### src/rtl/conv_row_feeder.sv
// conv_row_feeder: streams a 3-row band of an image from memory into rotating row
// buffers and serves it column by column, sliding the band by stride 1 or 2.
module conv_row_feeder #(
    parameter int BIT_DEPTH = 8,
    parameter int IMG_W     = 28,
    parameter int IMG_H     = 28,
    parameter int ADDR_W    = 10
) (
    input  logic                 clk,
    input  logic                 rst,
    input  logic                 frame_start,
    input  logic [1:0]           stride,
    input  logic [ADDR_W-1:0]    base_addr,
    output logic                 mem_rd_en,
    output logic [ADDR_W-1:0]    mem_addr,
    input  logic [BIT_DEPTH-1:0] mem_rd_data,
    output logic                 conv_start,
    input  logic                 shift_buffer,
    input  logic                 conv_done,
    output logic [BIT_DEPTH-1:0] in_l1,
    output logic [BIT_DEPTH-1:0] in_l2,
    output logic [BIT_DEPTH-1:0] in_l3,
    output logic [4:0]           band_row,
    output logic                 busy,
    output logic                 frame_done
);
    localparam int CW = $clog2(IMG_W + 1);
    localparam int IW = $clog2(IMG_W);
    localparam int LW = $clog2(3 * IMG_W);

    typedef enum logic [2:0] {IDLE, FILL, START, STREAM, DONE} state_t;

    state_t                r_state;
    logic                  r_s2;
    logic [ADDR_W-1:0]     r_base;
    logic [4:0]            r_row;
    logic [1:0]            r_top;
    logic [LW-1:0]         r_left;
    logic                  r_rd_en;
    logic [ADDR_W-1:0]     r_addr;
    logic                  r_vld;
    logic [1:0]            r_wk;
    logic [IW-1:0]         r_wc;
    logic [CW-1:0]         r_col;
    logic                  r_conv_start;
    logic                  r_frame_done;
    logic [BIT_DEPTH-1:0]  r_buf [3][IMG_W];

    logic [1:0]            w_step;
    logic [5:0]            w_next_row;
    logic                  w_more;
    logic [ADDR_W-1:0]     w_refill_addr;
    logic [1:0]            w_next_top;
    logic [1:0]            w_p1;
    logic [1:0]            w_p2;
    logic [1:0]            w_wp;
    logic                  w_we;
    logic                  w_wc_last;
    logic                  w_on;
    logic [IW-1:0]         w_ci;

    function automatic logic [1:0] mod3(input logic [2:0] v);
        return v >= 3'd3 ? 2'(v - 3'd3) : v[1:0];
    endfunction

    assign w_step        = r_s2 ? 2'd2 : 2'd1;
    assign w_next_row    = {1'b0, r_row} + {4'b0, w_step};
    assign w_more        = int'(w_next_row) + 2 <= IMG_H - 1;
    // Rows retained across a slide are never re-read, so the refill always starts at old row + 3.
    assign w_refill_addr = r_base + ADDR_W'((int'(r_row) + 3) * IMG_W);
    assign w_next_top    = mod3({1'b0, r_top} + {1'b0, w_step});
    assign w_p1          = mod3({1'b0, r_top} + 3'd1);
    assign w_p2          = mod3({1'b0, r_top} + 3'd2);
    assign w_wp          = mod3({1'b0, r_top} + {1'b0, r_wk});
    assign w_we          = r_state == FILL && r_vld && !rst;
    assign w_wc_last     = r_wc == IW'(IMG_W - 1);
    assign w_on          = r_state == STREAM && r_col < CW'(IMG_W);
    assign w_ci          = r_col[IW-1:0];

    assign in_l1      = w_on ? r_buf[r_top][w_ci] : '0;
    assign in_l2      = w_on ? r_buf[w_p1][w_ci] : '0;
    assign in_l3      = w_on ? r_buf[w_p2][w_ci] : '0;
    assign mem_rd_en  = r_rd_en;
    assign mem_addr   = r_addr;
    assign conv_start = r_conv_start;
    assign frame_done = r_frame_done;
    assign band_row   = r_row;
    assign busy       = r_state != IDLE;

    always_ff @(posedge clk) begin
        if (w_we) r_buf[w_wp][r_wc] <= mem_rd_data;
    end

    always_ff @(posedge clk) begin
        if (rst) begin
            r_state      <= IDLE;
            r_s2         <= 1'b0;
            r_base       <= '0;
            r_row        <= '0;
            r_top        <= '0;
            r_left       <= '0;
            r_rd_en      <= 1'b0;
            r_addr       <= '0;
            r_vld        <= 1'b0;
            r_wk         <= '0;
            r_wc         <= '0;
            r_col        <= '0;
            r_conv_start <= 1'b0;
            r_frame_done <= 1'b0;
        end else begin
            r_conv_start <= 1'b0;
            r_frame_done <= 1'b0;
            r_vld        <= r_rd_en;
            case (r_state)
                IDLE: if (frame_start) begin
                    r_state <= FILL;
                    r_s2    <= stride == 2'd2;
                    r_base  <= base_addr;
                    r_row   <= '0;
                    r_top   <= '0;
                    r_rd_en <= 1'b1;
                    r_addr  <= base_addr;
                    r_left  <= LW'(3 * IMG_W - 1);
                    r_wk    <= '0;
                    r_wc    <= '0;
                end
                FILL: begin
                    if (r_rd_en) begin
                        r_addr  <= r_addr + ADDR_W'(1);
                        r_left  <= r_left - LW'(1);
                        r_rd_en <= r_left != '0;
                    end
                    if (r_vld) begin
                        r_wc <= w_wc_last ? '0 : r_wc + IW'(1);
                        r_wk <= w_wc_last ? r_wk + 2'd1 : r_wk;
                    end
                    if (r_vld && !r_rd_en) begin
                        r_state      <= START;
                        r_conv_start <= 1'b1;
                    end
                end
                START: begin
                    r_col   <= '0;
                    r_state <= STREAM;
                end
                STREAM: if (conv_done) begin
                    if (w_more) begin
                        r_state <= FILL;
                        r_row   <= w_next_row[4:0];
                        r_top   <= w_next_top;
                        r_rd_en <= 1'b1;
                        r_addr  <= w_refill_addr;
                        r_left  <= r_s2 ? LW'(2 * IMG_W - 1) : LW'(IMG_W - 1);
                        r_wk    <= r_s2 ? 2'd1 : 2'd2;
                        r_wc    <= '0;
                    end else begin
                        r_state      <= DONE;
                        r_frame_done <= 1'b1;
                    end
                end else if (shift_buffer && r_col != CW'(IMG_W)) begin
                    r_col <= r_col + CW'(1);
                end
                DONE: r_state <= IDLE;
                default: r_state <= IDLE;
            endcase
        end
    end
endmodule
### config.mk
export PLATFORM = sky130hd
export DESIGN_NAME = conv_row_feeder
export DESIGN_NICKNAME = d
export VERILOG_FILES = /design/src/rtl/conv_row_feeder.sv
export SDC_FILE = /design/constraint.sdc
export NUM_CORES = 2
export LEC_CHECK = 0
export ABC_AREA = 1
export BUFFER_PORTS_ARGS = -buffer_cell sky130_fd_sc_hd__buf_2
export CAP_MARGIN = 20
export CORE_ASPECT_RATIO = 0.75
export CORE_MARGIN = 10
export CORE_UTILIZATION = 30
export DETAILED_ROUTE_END_ITERATION = 10
export MAX_ROUTING_LAYER = met4
export PLACE_DENSITY_LB_ADDON = 0.05
export SLEW_MARGIN = 40
export SYNTH_ARGS = -nofsm -noshare
export SYNTH_HDL_FRONTEND = slang
export SYNTH_SLANG_ARGS = --single-unit
### constraint.sdc
create_clock -name clk -period 8.5 [get_ports clk]
set_input_delay 1.275 -clock clk [delete_from_list [all_inputs] [get_ports clk]]
set_output_delay 1.275 -clock clk [all_outputs]
set_load 0.1 [all_outputs]
======== After elaboration in Yosys (flattened, before gate mapping) ========
Memory sizes are Yosys's and may differ from the RTL's. A register that Yosys moved wholly into a read port is not among the register bits.
Cells that the tools add are included.
storage, ports and cells
  bits in registers ....................... 54
  ROM bits ................................ 0
  output and inout bits ................... 43
  memories ................................ 1
  input port bits ......................... 25
  latch bits .............................. 0
  memory bits (writable) .................. 672
  word-level logic and storage cells ...... 154
cells by class
  add/subtract/negate cells ............... 17
  magnitude comparators ................... 9
  eq/ne operators ......................... 15
  multipliers ............................. 1
  shift-type cells ........................ 0
  reductions and logical operators ........ 24
  bitwise operators ....................... 5
  divide/modulo/power cells ............... 0
  multiplexer cells ....................... 68
memory list
  name   words  bits a word  read ports  clocked after Yosys merged registers in  write ports  line  source
  r_buf  3      224          3           1                                        1            47    logic [BIT_DEPTH-1:0] r_buf [3][IMG_W];
operator list
  kind                   count
  $mux 224               1
  $bmux 8 s5             3
  $mux 8                 10
  $mux 5                 9
  $demux 8 s5            1
  $mux 10                4
  $mux 2                 15
  $pmux 10 s3            1
  $mux 7                 4
  $pmux 7 s3             1
  $pmux 5 s2             2
  $pmux 5 s3             1
  $ne 2x2->1 const B     7
  $ge 3x2->1 const B     4
  $ge 6x6->1 const B     2
  $mux 3                 4
  $not 5->6              2
  $pmux 3 s4             1
  $add 10x1->10 const B  1
  $add 10x10->10         1
  $add 5x1->5 const B    2
  $reduce_and 5->1       2
  $mul 6x3->8 const B    1
  $reduce_and 4->1       2
  35 further kinds       58

======== Depth between registers and ports, before layout ========
  word-level depth ........................ 9
  mapped depth ............................ 24
  mapped depth without buffers ............ 24

======== Least setup slack after synthesis ========
OpenSTA, ideal clock, no wires.
  path kind ............................... register to output
  from .................................... register r_top[0]
  to ...................................... output port in_l3[7]
  slack ................................... 3932 ps
  stages on the path, launching flop included .. 14
  arrival time ............................ 3293 ps
  data required time ...................... 7225 ps
  path buffers ............................ 4
  path through ............................ dfxtp_1 -> inv_1 -> ha_1 -> buf_2 -> inv_2 -> buf_4 -> buf_2 -> buf_2 -> nand3_1 -> o211ai_1 -> o211ai_1 -> o21ai_1 -> nand2_1 -> a21oi_1
between the ends
  longest elaborated chain between the ends .. 8
  elaborated cells on any way between the ends .. 9
  classes of those cells .................. 2 x add/sub; 1 x order compare; 5 x mux; 1 x memory
RTL lines
  item                                              line  source
  from (decl)                                       37    logic [1:0] r_top;
  from (signal assigned)                            150   r_top <= w_next_top;
  $add 2x2->3 (*)                                   73    assign w_p2 = mod3({1'b0, r_top} + 3'd2);
  $ge 3x2->1 / $sub 2x2->2 (equally long branches)  63    return v >= 3'd3 ? 2'(v - 3'd3) : v[1:0];
  $mux 2 (*)                                        63
  $mem_v2 3x224 (*)                                 --
  $bmux 8 s5 (*)                                    82    assign in_l3 = w_on ? r_buf[w_p2][w_ci] : '0;
  $mux 8 (implied by the code) (*) (2 in series)    82
  $mux 8 (*)                                        82
  to (decl)                                         22    output logic [BIT_DEPTH-1:0] in_l3,
Every way passes the cells marked *; elsewhere a longest branch is shown, timed or not. The select of a mux whose other input is x is not followed.

======== Worst setup path in the final report ========
  from .................................... register r_top[0]
  to ...................................... output port in_l2[7]
between the ends
  longest elaborated chain between the ends .. 8
  elaborated cells on any way between the ends .. 9
  classes of those cells .................. 2 x add/sub; 1 x order compare; 5 x mux; 1 x memory
RTL lines
  item                                              line  source
  $add 2x1->3 (*)                                   72    assign w_p1 = mod3({1'b0, r_top} + 3'd1);
  $ge 3x2->1 / $sub 2x2->2 (equally long branches)  63
  $mux 2 (*)                                        63
  $mem_v2 3x224 (*)                                 --
  $bmux 8 s5 (*)                                    81    assign in_l2 = w_on ? r_buf[w_p1][w_ci] : '0;
  $mux 8 (implied by the code) (*) (2 in series)    81
  $mux 8 (*)                                        81
  to (decl)                                         21    output logic [BIT_DEPTH-1:0] in_l2,
Marks and branches as above.

==> qor.yml <==
status:
  status: "finished, final reports clean"
placed_design:
  hpwl_um: 111000
  port_buffers: 67
  placed_area_um2: 44400
  gp_congestion: 0.828
  dp.cells: 6603
  place_ws_ns: 3.03
flow_run:
  cap_violations: 0
worst_setup_path:
  cp-start-kind: "register"
  cp_data_arrival_time_ns: 4.98
  worstPathRequired_ns: 7.22
  slowest_delay_ns: 0.56
  crit_slowest_cell: "ha_4"
  path_cells: "inv_1 -> ha_4 -> clkinv_8 -> buf_12 -> a21oi_1 -> o21ai_0 -> a21oi_1 -> o211ai_1 -> nand2_1 -> nand2_1 -> nand2_1 -> nand2_1 -> nor2_1 -> buf_2"
  worstPathMaxFanout: 137
  crit_buf_inv: 4
  cp_top_family: "buffers and inverters"
  endpoint_kind: "output port"
  cpMostUsedCell: "nand2_1"
  crit_type: "reg2out"
drt:
  avgRoutedWirePerCell_um: 26.2
  vias: 36686
  drcViolationCount: 0
  routed_wl_um: 178000
  dr.pass1.iters: 6
  drt_iter0_markers: 3838
  viasPerCell: 5.42
  drtAntennaViolNets: 0
sta:
  finalSetupViolCount: 0
  tns_ns: 0
  final_max_slew_viol_count: 0
  layout_min_cycle_time_ns: 6.25
  fin_crit_sh_pct: 73.6
  final-hold-violation-count: 0
  slew-limit-headroom_pct: 37.5
  max_freq_mhz: 160
  worstMarginPinSlew_ns: 0.937
  worst_slack_ns: 2.25
  rsz0062_at_grt: "false"
  finClkSkew_ns: 0.0227
  holdWs_ns: 0.457
power:
  finalPower_mw: 9.41
  clkPwrFrac_pct: 40.8
  internal-power_mw: 6.50
  pwr-share-comb_pct: 16.2
  power_leakage_nw: 16.8
  power.switching_mw: 2.91
  cellPowerDensity_nw_per_um2: 199
  pwr-share-seq_pct: 43.0
  p_sw_share_pct: 30.9
  vdd_drop_max_uv: 385
synth:
  ys_warn_count: 0
  ys_types: 61
  synth_compound_area_share_pct: 21.0
  ys_async_sr_fraction_pct: 0
  syn_avg_cell_area_um2: 8.54
  synthCells: 4981
  ys.flop_type: "edfxtp_1"
  seq_area_frac_synth_pct: 50.1
  ys_seq_elements: 728
  synth.area.mux_share_pct: 1.13
  yosys.area_share.adder_pct: 1.41
  syn_nets: 5049
  yosys.area_share.simple_pct: 18.7
  yosys.area_share.xor_xnor_pct: 0.309
  syn_area_um2: 42500
  synth_edf_count: 672
  synth_top_family_by_area: "compound AO/OA/AOI/OAI gates"
global_route:
  busiest_layer: "met1"
  met3_usage_pct: 2.98
  met1_usage_pct: 34.2
  first_global_vias: 33597
  grt_pass1_wl_um: 254000
  grt_usage_pct: 22.5
  grtUsageMet2_pct: 31.3
  grt_max_degree: 179
  grt_overflow: 0
  antenna_found_initial: 6
die:
  rows: 119
  core_um2: 141000
  dieWidth_um: 455
  die_h_um: 346
  fp.dieArea_um2: 157000
  start_util_pct: 30.3
  num_io_pins: 68
clock_network:
  cts_tree: "done"
  cts_root_buffer: "clkbuf_16"
  cts.sinks: 728
  clk_path_buf_depth: 3
  holdBufCountCts: 0
  post_cts_buffers: 0
  clk_pin_slew_ns: 0.06
  clock_latency_ns: 0.70
  post_cts_resized: 0
  cts_max_level: 3
  cts_buffers: 85
cells_and_area:
  drive_gt1_share_pct: 9.10
  final_cell_mix: "nand2_1 (1,041), edfxtp_1 (672), o21ai_0 (611)"
  nets: 4885
  area_growth_pct: 11.2
  fin_cells: 6768
  postLayoutCoreUtil_pct: 33.6
  fin_area_um2: 47300
  final_common_cell: "nand2_1"
  fillers: 14665
min_path:
  worstHoldPathType: "reg2reg"
-- layout make-up --
class,count,area [um^2],area share (%)
timing repair buffer,157,1240,2.63
antenna,4,10.0,0.0212
inverter,312,1220,2.59
tap,1875,2350,4.96
clock buffer,106,2320,4.91
sequential,728,21300,45.1
clock inverter,53,502,1.06
multi-input combinational,3533,18300,38.7
-- worst register-to-register path, stage by stage (launching register included) --
cell and delay, ns:
dfxtp_1 0.66, inv_1 0.13, ha_1 0.22, a21o_1 0.23
xor2_1 0.32, xnor2_1 0.16, inv_1 0.06, ha_1 0.29
ha_1 0.34, nand2_1 0.08, nand2_1 0.07, a31o_2 0.22
xor2_1 0.18, ha_1 0.37, nand2_1 0.08, or2_2 0.30
nand3_1 0.10, inv_1 0.05, nand3_1 0.07, nand3_1 0.12
nand3_1 0.12, nand2_1 0.07, a21oi_1 0.14
-- metal layers --
metal | up-vias | share of wire (%)
met1 | 17839 | 50
li1 | 17364 | -
met4 | 0 | 2.3
met2 | 1301 | 41
met5 | - | 0
met3 | 182 | 5.9
-- cell usage after synthesis, types with 17 or more instances --
cell type  number  share of area, %
mux2i_1        48               1.1
buf_1          24              0.21
nor2_1        273               2.4
buf_2         228               2.7
or2_2          23              0.34
nand2_1      1043               9.2
edfxtp_1      672                47
clkbuf_1      136               1.2
dfxtp_1        56               2.6
o22ai_1        17              0.25
a21oi_1       495               5.8
ha_1           35               1.0
nand3_1       445               5.2
o211ai_1      356               6.3
inv_1         295               2.6
o21ai_0       613               7.2
-- power groups by stage --
| stage | logic, mW | clock network (mW) | registers, mW |
|---|---|---|---|
| finish | 1.52 | 3.84 | 4.05 |
| CTS | 1.52 | 3.92 | 4.05 |
| global route | 1.64 | 4.05 | 4.05 |
| global placement | 1.48 | 0 | 4.12 |
| detailed placement | 1.52 | 0 | 4.12 |
| floorplan | 0.814 | 0 | 4.25 |
-- sequential cells by signal, summed over array words and instances, names as in the netlist, named ones only --
| name | cells |
|---|---|
| r_wc | 5 |
| r_state | 3 |
| mem_rd_en | 1 |
| frame_done | 1 |
| r_base | 10 |
| mem_addr | 10 |
| band_row | 5 |
| r_buf | 672 |
| r_col | 5 |
| r_s2 | 1 |
| r_vld | 1 |
| conv_start | 1 |
| r_wk | 2 |
| r_left | 7 |
| r_top | 2 |
-- logic make-up (layout without fill, tap and decap cells) --
family	Yosys count	after routing
AND/OR/NAND/NOR	1863	1863
AO/OA/AOI/OAI	1564	1564
flip-flops	728	728
buffers and inverters	720	628
multiplexers	48	48
adder cells (fa/ha/maj)	43	43
XOR/XNOR	15	15
other	0	4
-- path summary, 6_finish.rpt --
kind                from     endpoint  slack [ns]  depth (start not counted)
min reg2reg    r_base[1]    r_base[1]        0.46                          2
max             r_top[0]     in_l2[7]        2.25                         14
max reg2reg  band_row[1]  mem_addr[9]        4.02                         22
min            r_base[1]    r_base[1]        0.46                          2
No activity file was read; power rests on OpenSTA's default activity.
